<file path="src/rtl/map_blitter.sv">
// rtl/map_blitter.sv - CPU-commanded fill/copy rectangle engine for the 32x32 tile map RAM
module map_blitter (
  input  logic        i_clock,
  input  logic        i_reset,
  input  logic        i_cs,
  input  logic        i_read,
  input  logic        i_write,
  input  logic [3:2]  i_address,
  input  logic [31:0] i_data_in,
  output logic [31:0] o_data_out,
  output logic        o_busy,
  output logic        o_irq,
  output logic        o_map_read,
  output logic        o_map_write,
  output logic [11:2] o_map_address,
  output logic [7:0]  o_map_data_out,
  input  logic [7:0]  i_map_data_in
);

  typedef enum logic [1:0] {IDLE, FILL, COPY_RD, COPY_WR} state_t;

  state_t      r_state;
  logic [4:0]  r_dest_row, r_dest_col, r_src_row, r_src_col;
  logic [4:0]  r_w, r_h, r_off_row, r_off_col;
  logic        r_reverse, r_irq_en, r_done;
  logic [7:0]  r_fill;
  logic        r_map_read, r_map_write;
  logic [9:0]  r_map_address;

  logic        w_busy, w_wr_en, w_start, w_rd_ctrl, w_last;
  logic [4:0]  w_init_row, w_init_col, w_next_row, w_next_col;
  logic        w_unused;

  // 5-bit wrapping adds: rectangles wrap around the map edges
  function automatic logic [9:0] map_at(input logic [4:0] br, input logic [4:0] bc,
                                        input logic [4:0] orow, input logic [4:0] ocol);
    return {br + orow, bc + ocol};
  endfunction

  assign w_busy     = (r_state != IDLE);
  assign w_wr_en    = i_cs & i_write & ~w_busy;
  assign w_start    = w_wr_en & (i_address == 2'd3) & i_data_in[0];
  assign w_rd_ctrl  = i_cs & i_read & (i_address == 2'd3);
  assign w_init_row = i_data_in[2] ? r_h : 5'd0;
  assign w_init_col = i_data_in[2] ? r_w : 5'd0;
  assign w_last     = r_reverse ? (r_off_row == 5'd0 && r_off_col == 5'd0)
                                : (r_off_row == r_h && r_off_col == r_w);
  assign w_unused   = ^i_data_in[23:13];

  always_comb begin
    w_next_row = r_off_row;
    w_next_col = r_off_col;
    if (r_reverse) begin
      if (r_off_col == 5'd0) begin
        w_next_col = r_w;
        w_next_row = r_off_row - 5'd1;
      end else begin
        w_next_col = r_off_col - 5'd1;
      end
    end else begin
      if (r_off_col == r_w) begin
        w_next_col = 5'd0;
        w_next_row = r_off_row + 5'd1;
      end else begin
        w_next_col = r_off_col + 5'd1;
      end
    end
  end

  always_ff @(posedge i_clock or posedge i_reset) begin
    if (i_reset) begin
      r_state       <= IDLE;
      r_dest_row    <= 5'd0;
      r_dest_col    <= 5'd0;
      r_src_row     <= 5'd0;
      r_src_col     <= 5'd0;
      r_w           <= 5'd0;
      r_h           <= 5'd0;
      r_off_row     <= 5'd0;
      r_off_col     <= 5'd0;
      r_reverse     <= 1'b0;
      r_irq_en      <= 1'b0;
      r_done        <= 1'b0;
      r_fill        <= 8'd0;
      r_map_read    <= 1'b0;
      r_map_write   <= 1'b0;
      r_map_address <= 10'd0;
    end else begin
      if (w_rd_ctrl)
        r_done <= 1'b0;
      if (w_wr_en) begin
        case (i_address)
          2'd0: {r_dest_row, r_dest_col} <= i_data_in[11:2];
          2'd1: {r_src_row, r_src_col}   <= i_data_in[11:2];
          2'd2: begin
            r_w <= i_data_in[4:0];
            r_h <= i_data_in[12:8];
          end
          default: begin
            r_reverse <= i_data_in[2];
            r_irq_en  <= i_data_in[3];
            r_fill    <= i_data_in[31:24];
          end
        endcase
      end
      case (r_state)
        IDLE: begin
          if (w_start) begin
            r_done    <= 1'b0;
            r_off_row <= w_init_row;
            r_off_col <= w_init_col;
            if (i_data_in[1]) begin
              r_state       <= COPY_RD;
              r_map_read    <= 1'b1;
              r_map_address <= map_at(r_src_row, r_src_col, w_init_row, w_init_col);
            end else begin
              r_state       <= FILL;
              r_map_write   <= 1'b1;
              r_map_address <= map_at(r_dest_row, r_dest_col, w_init_row, w_init_col);
            end
          end
        end
        FILL: begin
          if (w_last) begin
            r_state     <= IDLE;
            r_map_write <= 1'b0;
            r_done      <= 1'b1;
          end else begin
            r_off_row     <= w_next_row;
            r_off_col     <= w_next_col;
            r_map_address <= map_at(r_dest_row, r_dest_col, w_next_row, w_next_col);
          end
        end
        COPY_RD: begin
          r_state       <= COPY_WR;
          r_map_read    <= 1'b0;
          r_map_write   <= 1'b1;
          r_map_address <= map_at(r_dest_row, r_dest_col, r_off_row, r_off_col);
        end
        COPY_WR: begin
          r_map_write <= 1'b0;
          if (w_last) begin
            r_state <= IDLE;
            r_done  <= 1'b1;
          end else begin
            r_state       <= COPY_RD;
            r_map_read    <= 1'b1;
            r_off_row     <= w_next_row;
            r_off_col     <= w_next_col;
            r_map_address <= map_at(r_src_row, r_src_col, w_next_row, w_next_col);
          end
        end
      endcase
    end
  end

  always_comb begin
    o_data_out = 32'd0;
    case (i_address)
      2'd0: o_data_out[11:2] = {r_dest_row, r_dest_col};
      2'd1: o_data_out[11:2] = {r_src_row, r_src_col};
      2'd2: begin
        o_data_out[4:0]  = r_w;
        o_data_out[12:8] = r_h;
      end
      default: begin
        o_data_out[0]     = w_busy;
        o_data_out[1]     = r_done;
        o_data_out[2]     = r_reverse;
        o_data_out[3]     = r_irq_en;
        o_data_out[31:24] = r_fill;
      end
    endcase
  end

  // Read data arrives the cycle after the read strobe, i.e. during COPY_WR itself
  assign o_map_data_out = (r_state == COPY_WR) ? i_map_data_in : r_fill;
  assign o_map_read     = r_map_read;
  assign o_map_write    = r_map_write;
  assign o_map_address  = r_map_address;
  assign o_busy         = w_busy;
  assign o_irq          = r_done & r_irq_en;

endmodule
</file>
<file path="config.mk">
export PLATFORM = sky130hd
export DESIGN_NAME = map_blitter
export DESIGN_NICKNAME = d
export VERILOG_FILES = /design/src/rtl/map_blitter.sv
export SDC_FILE = /design/constraint.sdc
export NUM_CORES = 1
export LEC_CHECK = 0
export ABC_AREA = 1
export CAP_MARGIN = 40
export CORE_ASPECT_RATIO = 1.1
export CORE_MARGIN = 3
export CORE_UTILIZATION = 45
export CTS_CLUSTER_DIAMETER = 120
export DETAILED_ROUTE_END_ITERATION = 8
export PLACE_DENSITY_LB_ADDON = 0.15
export SLEW_MARGIN = 30
export SYNTH_ARGS = -nofsm -noshare
export SYNTH_HDL_FRONTEND = slang
export SYNTH_SLANG_ARGS = --single-unit
</file>
<file path="constraint.sdc">
create_clock -name i_clock -period 3.8 [get_ports i_clock]
set_clock_uncertainty 0.2 [all_clocks]
set_input_delay 0.76 -clock i_clock [delete_from_list [all_inputs] [get_ports i_clock]]
set_output_delay 0.76 -clock i_clock [all_outputs]
set_load 0.01 [all_outputs]
</file>
; Word-level counts from Yosys, hierarchy flattened
; Index checks and enable logic that the tools add are counted.
[op_classes]
n_mux = 45
mul = 0
reduce_logical = 21
order_cmp = 0
add_sub_neg = 14
n_bitwise = 9
div = 0
shifts = 0
eq_ne = 15
[op_table]
columns = cell, count
row1 = 5-bit 2-to-1 mux, 12
row2 = 5-bit adder, 10
row3 = 10-bit 2-to-1 mux, 4
row4 = 10-bit case mux with 4 select lines, 1
row5 = 5-bit case mux with 2 select lines, 2
row6 = 8-bit 2-to-1 mux, 2
row7 = "2-bit inequality test, second input constant", 7
row8 = 4-bit case mux with 3 select lines, 1
row9 = 1-bit 2-to-1 mux, 11
row10 = "5-bit by 1-bit adder with 5-bit output, second input constant", 2
row11 = 5-bit equality test, 2
row12 = 5-bit logical NOT, 2
row13 = 2-bit AND reduction, 5
row14 = "5-bit by 1-bit subtractor with 5-bit output, second input constant", 2
row15 = 3-bit AND reduction, 3
row16 = "2-bit equality test, second input constant", 4
row17 = 2-bit 2-to-1 mux, 4
row18 = 2-bit case mux with 4 select lines, 1
row19 = 1-bit bitwise AND, 7
row20 = 1-bit case mux with 3 select lines, 2
row21 = 2-bit case mux with 3 select lines, 1
row22 = 3-bit case mux with 2 select lines, 1
row23 = "2-bit by 1-bit equality test with 1-bit output, second input constant", 2
row24 = 2-bit logical NOT, 2
row25 = 10 further kinds, 14
[totals]
latch_bits = 0
mem_count = 0
out_inout_bits = 54
mem_bits_ro = 0
ram_bits = 0
ff_bits = 65

; Logic depth before layout (Yosys ltp)
[depth]
ltp_word = 7
depth_mapped = 24
mapped_depth_nobuf = 23

; Least setup slack after synthesis
; OpenSTA, ideal clock, no wires.
[synth_timing]
path_kind = register -> register
startpoint = reg r_off_col[1]
endpoint = reg r_map_address[4], in the netlist o_map_address[6]
synth_period_minus_slack_ns = 2.895
path_buffers = 0
t_required_ns = 3.483
slack_ns = 0.905
arrival_time_ns = 2.579
setup_time_ns = 0.117
path_stages_with_launch = 18
path_cell_list = dfrtp_1 > inv_1 > ha_1 > nand4_1 > o21ai_0 > a21oi_1 > ha_1 > fa_1 > nand2_1 > a21boi_0 > o21ai_0 > nand2_1 > inv_1 > nand3_1 > nand2_1 > nor2_1 > nor2_1 > nor2_1
[synth_between]
elab_chain_len = 6
word_cells_on_any_way = 19
cone_classes = add/sub: 5 / eq/ne: 3 / mux: 7 / reduce/logical: 4
[synth_lines]
columns = item, line
row1 = from (decl), 24  ; logic [4:0] r_w, r_h, r_off_row, r_off_col;
row2 = from (signal assigned), 111  ; r_off_col <= w_init_col;
row3 = from (signal assigned), 130  ; r_off_col <= w_next_col;
row4 = from (signal assigned), 149  ; r_off_col <= w_next_col;
row5 = "5-bit by 1-bit adder with 5-bit output, or another cell as far along", 65  ; w_next_col = r_off_col + 5'd1;
row6 = "5-bit 2-to-1 mux, on equally long branches", "61, 54"
row7 = 5-bit 2-to-1 mux, 53  ; if (r_reverse) begin
row8 = 5-bit adder, 37  ; return {br + orow, bc + ocol};
row9 = "10-bit 2-to-1 mux, on equally long branches", "142, 124"
row10 = 10-bit case mux with 4 select lines, 106  ; case (r_state)
row11 = to (signal assigned), 115  ; r_map_address <= map_at(r_src_row, r_src_col, w_init_row, w_init_col);
row12 = to (signal assigned), 138  ; r_map_address <= map_at(r_dest_row, r_dest_col, r_off_row, r_off_col);
row13 = to (signal assigned), 150  ; r_map_address <= map_at(r_src_row, r_src_col, w_next_row, w_next_col);
row14 = to (decl), 28  ; logic [9:0] r_map_address;
; Parallel ways exist; a longest one is shown, timed or not. The select of a mux whose other input is x is not followed.
; A chain may end at the register's enable or synchronous reset.

; Worst setup path after layout
[layout_timing]
startpoint = in i_address[3] (netlist name)
endpoint = out o_data_out[2]
[layout_between]
elab_chain_len = 2
word_cells_on_any_way = 4
cone_classes = eq/ne: 2 / mux: 1 / reduce/logical: 1
[layout_lines]
columns = item, line
row1 = from (decl), 8  ; input logic [3:2] i_address,
row2 = "2-bit equality test, or another cell as far along", 159  ; case (i_address)
row3 = 2-bit case mux with 3 select lines *, 159
row4 = to (decl), 10  ; output logic [31:0] o_data_out,
; Mark *: on every way between the ends. The rest lies on a longest branch, timed or not.

==> impl_metrics.env <==
export IMPL_cp_arrival_ps=2640
export IMPL_cp_data_required_time_ps=2840
export IMPL_multi_input_area_um2=3010
export IMPL_portBuffers=78
export IMPL_clk_path_buf_depth=2
export IMPL_synth_largest_area_cell="dfrtp_1"
export IMPL_fillers=1083
export IMPL_hp_class="flip-flop to flip-flop"
export IMPL_syn_cell_area_um2=5200
export IMPL_htree_levels=3
export IMPL_worst_skew_pair_late_latency_ps=340
export IMPL_worst_path_max_delay_cell="clkdlybuf4s50_1"
export IMPL_hold_start="o_map_address[10]"
export IMPL_start_util_pct=46.8
export IMPL_path_clk_slew_ps=50
export IMPL_synth_cell_types=40
export IMPL_worst_pin_slew_ps=742
export IMPL_vias=5131
export IMPL_yosys_warnings=0
export IMPL_seq_area_um2=1630
export IMPL_fin_tns_setup_ps=0
export IMPL_io_pin_count=101
export IMPL_worstSetupStartpointType="primary input"
export IMPL_synthCells=763
export IMPL_max_freq_mhz=278
export IMPL_die_height_um=119
export IMPL_row_count=40
export IMPL_hpwl_um=11700
export IMPL_gp_routability_congestion=0.946
export IMPL_r2r_start="r_off_col[1]"
export IMPL_grt_pass1_wl_um=25100
export IMPL_drc_errors=0
export IMPL_core_um2=11100
export IMPL_finalHoldViolations=0
export IMPL_cap_violations=0
export IMPL_synth_seq_cells=65
export IMPL_path_class="primary input to primary output"
export IMPL_grt_total_usage_pct=24.7
export IMPL_synth_area_leaders="dfrtp_1 31%, nand2_1 18%, o21ai_0 7.6%"
export IMPL_cts_sinks=65
export IMPL_grt_max_degree=37
export IMPL_finalSetupViolations=0
export IMPL_status="finished clean"
export IMPL_p_per_area_nw_per_um2=878
export IMPL_final_nets=924
export IMPL_wl_per_cell_um=15.3
export IMPL_routed_wl_um=15200
export IMPL_ant_nets=0
export IMPL_ctsHoldBuffers=0
export IMPL_whs_endpoint="o_map_address[10]"
export IMPL_r2r_end="o_map_address[6]"
export IMPL_p_leak_nw=3.38
export IMPL_cts_tree="built"
export IMPL_rrSetupSlack_ps=380
export IMPL_drv_slew=0
export IMPL_die_area_um2=12900
export IMPL_cts_root_buf="clkbuf_16"
export IMPL_vdd_ir_drop_max_mv=0.372
export IMPL_critPathMaxStageDelay_ps=580
export IMPL_overflow=0
export IMPL_avgViaCountPerCell=5.16
export IMPL_crit_path_end_kind="primary output"
export IMPL_slew_headroom_pct=50.4
export IMPL_drtPass1Iterations=7
export IMPL_rr_worst_depth=18
export IMPL_ys_seq_area_share_pct=31.3
export IMPL_path_cells="clkdlybuf4s50_1 -> nand2_1 -> o22ai_1 -> a21oi_1 -> o21ai_0 -> clkdlybuf4s50_1"
export IMPL_synth_main_ff_cell="dfrtp_1"
export IMPL_synth_edf_count=0
export IMPL_avgSynthCellArea_um2=6.81
export IMPL_cts_buffers=9
export IMPL_fin_crit_sh_pct=94.8
export IMPL_grt_pass1_vias=4903
export IMPL_min_period_ps=3600
export IMPL_placedCellCount=975
export IMPL_syn_to_final_growth_pct=24.4
export IMPL_cp_max_fo=10
export IMPL_layoutNonFillerInstCount=994
export IMPL_cpMostUsedCell="clkdlybuf4s50_1"
export IMPL_dieWidth_um=108
export IMPL_rsz0062_at_grt="no"
export IMPL_grt_antenna_before_repair=0
export IMPL_async_flop_share_pct=100
export IMPL_synth_top_area_share_pct=31.3
export IMPL_layout_drive_gt1_share_pct=7.44
export IMPL_hold_path_depth=2
export IMPL_dr_first_iter_drc_count=435
export IMPL_n_antenna_cell=0
[through the flow]
stage	worst slack [ps]	area (um^2)	total power [mW]	util (%)	hold slack (ps)
finish	199	6470	5.68	58.2	277
global route	14.4	6470	6.22	58.2	304
CTS	201	6440	5.63	58.0	283
detailed placement	249	6100	4.62	54.9	268
global placement	269	6100	4.54	54.9	262
floorplan	905	5240	3.57	-	253
[how the worst max path moves through the flow]
stage | slack, ps | start | cells past startpoint | endpoint
floorplan | 900 | r_off_col[1] | 17 | o_map_address[6]
global placement | 270 | i_address[3] | 6 | o_data_out[2]
detailed placement | 250 | i_address[3] | 6 | o_data_out[2]
CTS | 200 | i_address[3] | 6 | o_data_out[2]
global route | 10 | r_off_col[1] | 18 | o_map_address[6]
finish | 200 | i_address[3] | 6 | o_data_out[2]
[routing by layer]
metal	global-route usage [%]	wire length (um)
met3	4.64	1210
met5	0	0
met2	38.2	6900
met4	7.89	270
met1	34.8	6830
[cell families (layout without fill, tap and decap cells)]
logic type,count (synthesis),after routing,synth area share [%]
xor+xnor,14,14,2.36
other cells,1,11,0.0721
buf+inv,140,214,11.6
fa+ha+maj,35,35,9.29
flops,65,65,31.3
compound gates,148,148,16.2
simple gates,360,360,29.1
[registers in the layout (all words and copies together) (netlist names)]
| signal | flops |
|---|---|
| o_map_read | 1 |
| r_done | 1 |
| o_map_write | 1 |
| r_dest_col | 5 |
| r_fill | 8 |
| r_dest_row | 5 |
| o_map_address | 10 |
| r_reverse | 1 |
| r_w | 5 |
| r_state | 2 |
| r_src_row | 5 |
| r_h | 5 |
| r_off_row | 5 |
| r_src_col | 5 |
| r_irq_en | 1 |
| r_off_col | 5 |
[synthesized netlist by cell type, types with 3 or more instances]
| library cell | number |
|---|---|
| ha_1 | 29 |
| buf_2 | 3 |
| a21oi_1 | 35 |
| nor2_1 | 52 |
| xor2_1 | 13 |
| nor2_8 | 3 |
| a31oi_1 | 3 |
| o21ai_0 | 79 |
| nand3b_1 | 3 |
| fa_1 | 6 |
| nor2_2 | 5 |
| clkbuf_1 | 17 |
| o211ai_1 | 4 |
| inv_1 | 96 |
| o22ai_1 | 6 |
| nand2_1 | 244 |
| dfrtp_1 | 65 |
| and2_1 | 4 |
| nand3_1 | 41 |
| buf_4 | 12 |
| o21ai_2 | 6 |
| inv_2 | 4 |
| buf_1 | 3 |
| o221ai_1 | 7 |
[final cells by class]
cell class	count	share of cell area [%]
flip-flops and latches	65	25.1
multi-input cells	568	46.5
clock inverters	6	1.80
inverters	102	6.00
clock buffers	10	3.54
repair buffers	96	14.2
well taps	147	2.84
[timing repair]
item / in CTS / in global routing
buffers inserted: 0 / 3
setup endpoints to repair: 0 / 1
gates resized for setup: 0 / 1
[critical path: cells and delay by family]
kind                   cells  cell delay (ps)
and+or+nand+nor            1              300
buffers and inverters      2             1120
AOI/OAI and AO/OA          3              450
[cells in the final DEF (no fill, tap or decap), drive strengths merged, types with 4 or more instances in the layout]
master,instances
nand2,248
xor2,13
and2,4
dfrtp,65
nor2,60
inv,102
o221ai,7
buf,18
o21ai,87
o22ai,6
clkdlybuf4s50,78
conb,11
a21oi,36
nand3,41
fa,6
ha,29
o211ai,4
clkbuf,10
[report_power, final]
| group | switching [mW] | leakage, nW | internal, mW | total (mW) |
|---|---|---|---|---|
| combinational | 2.00 | 2.41 | 1.36 | 3.36 |
| clock | 0.328 | 0.167 | 0.644 | 0.973 |
| sequential | 0.348 | 0.804 | 0.996 | 1.34 |
(Power assumes the default switching activity.)
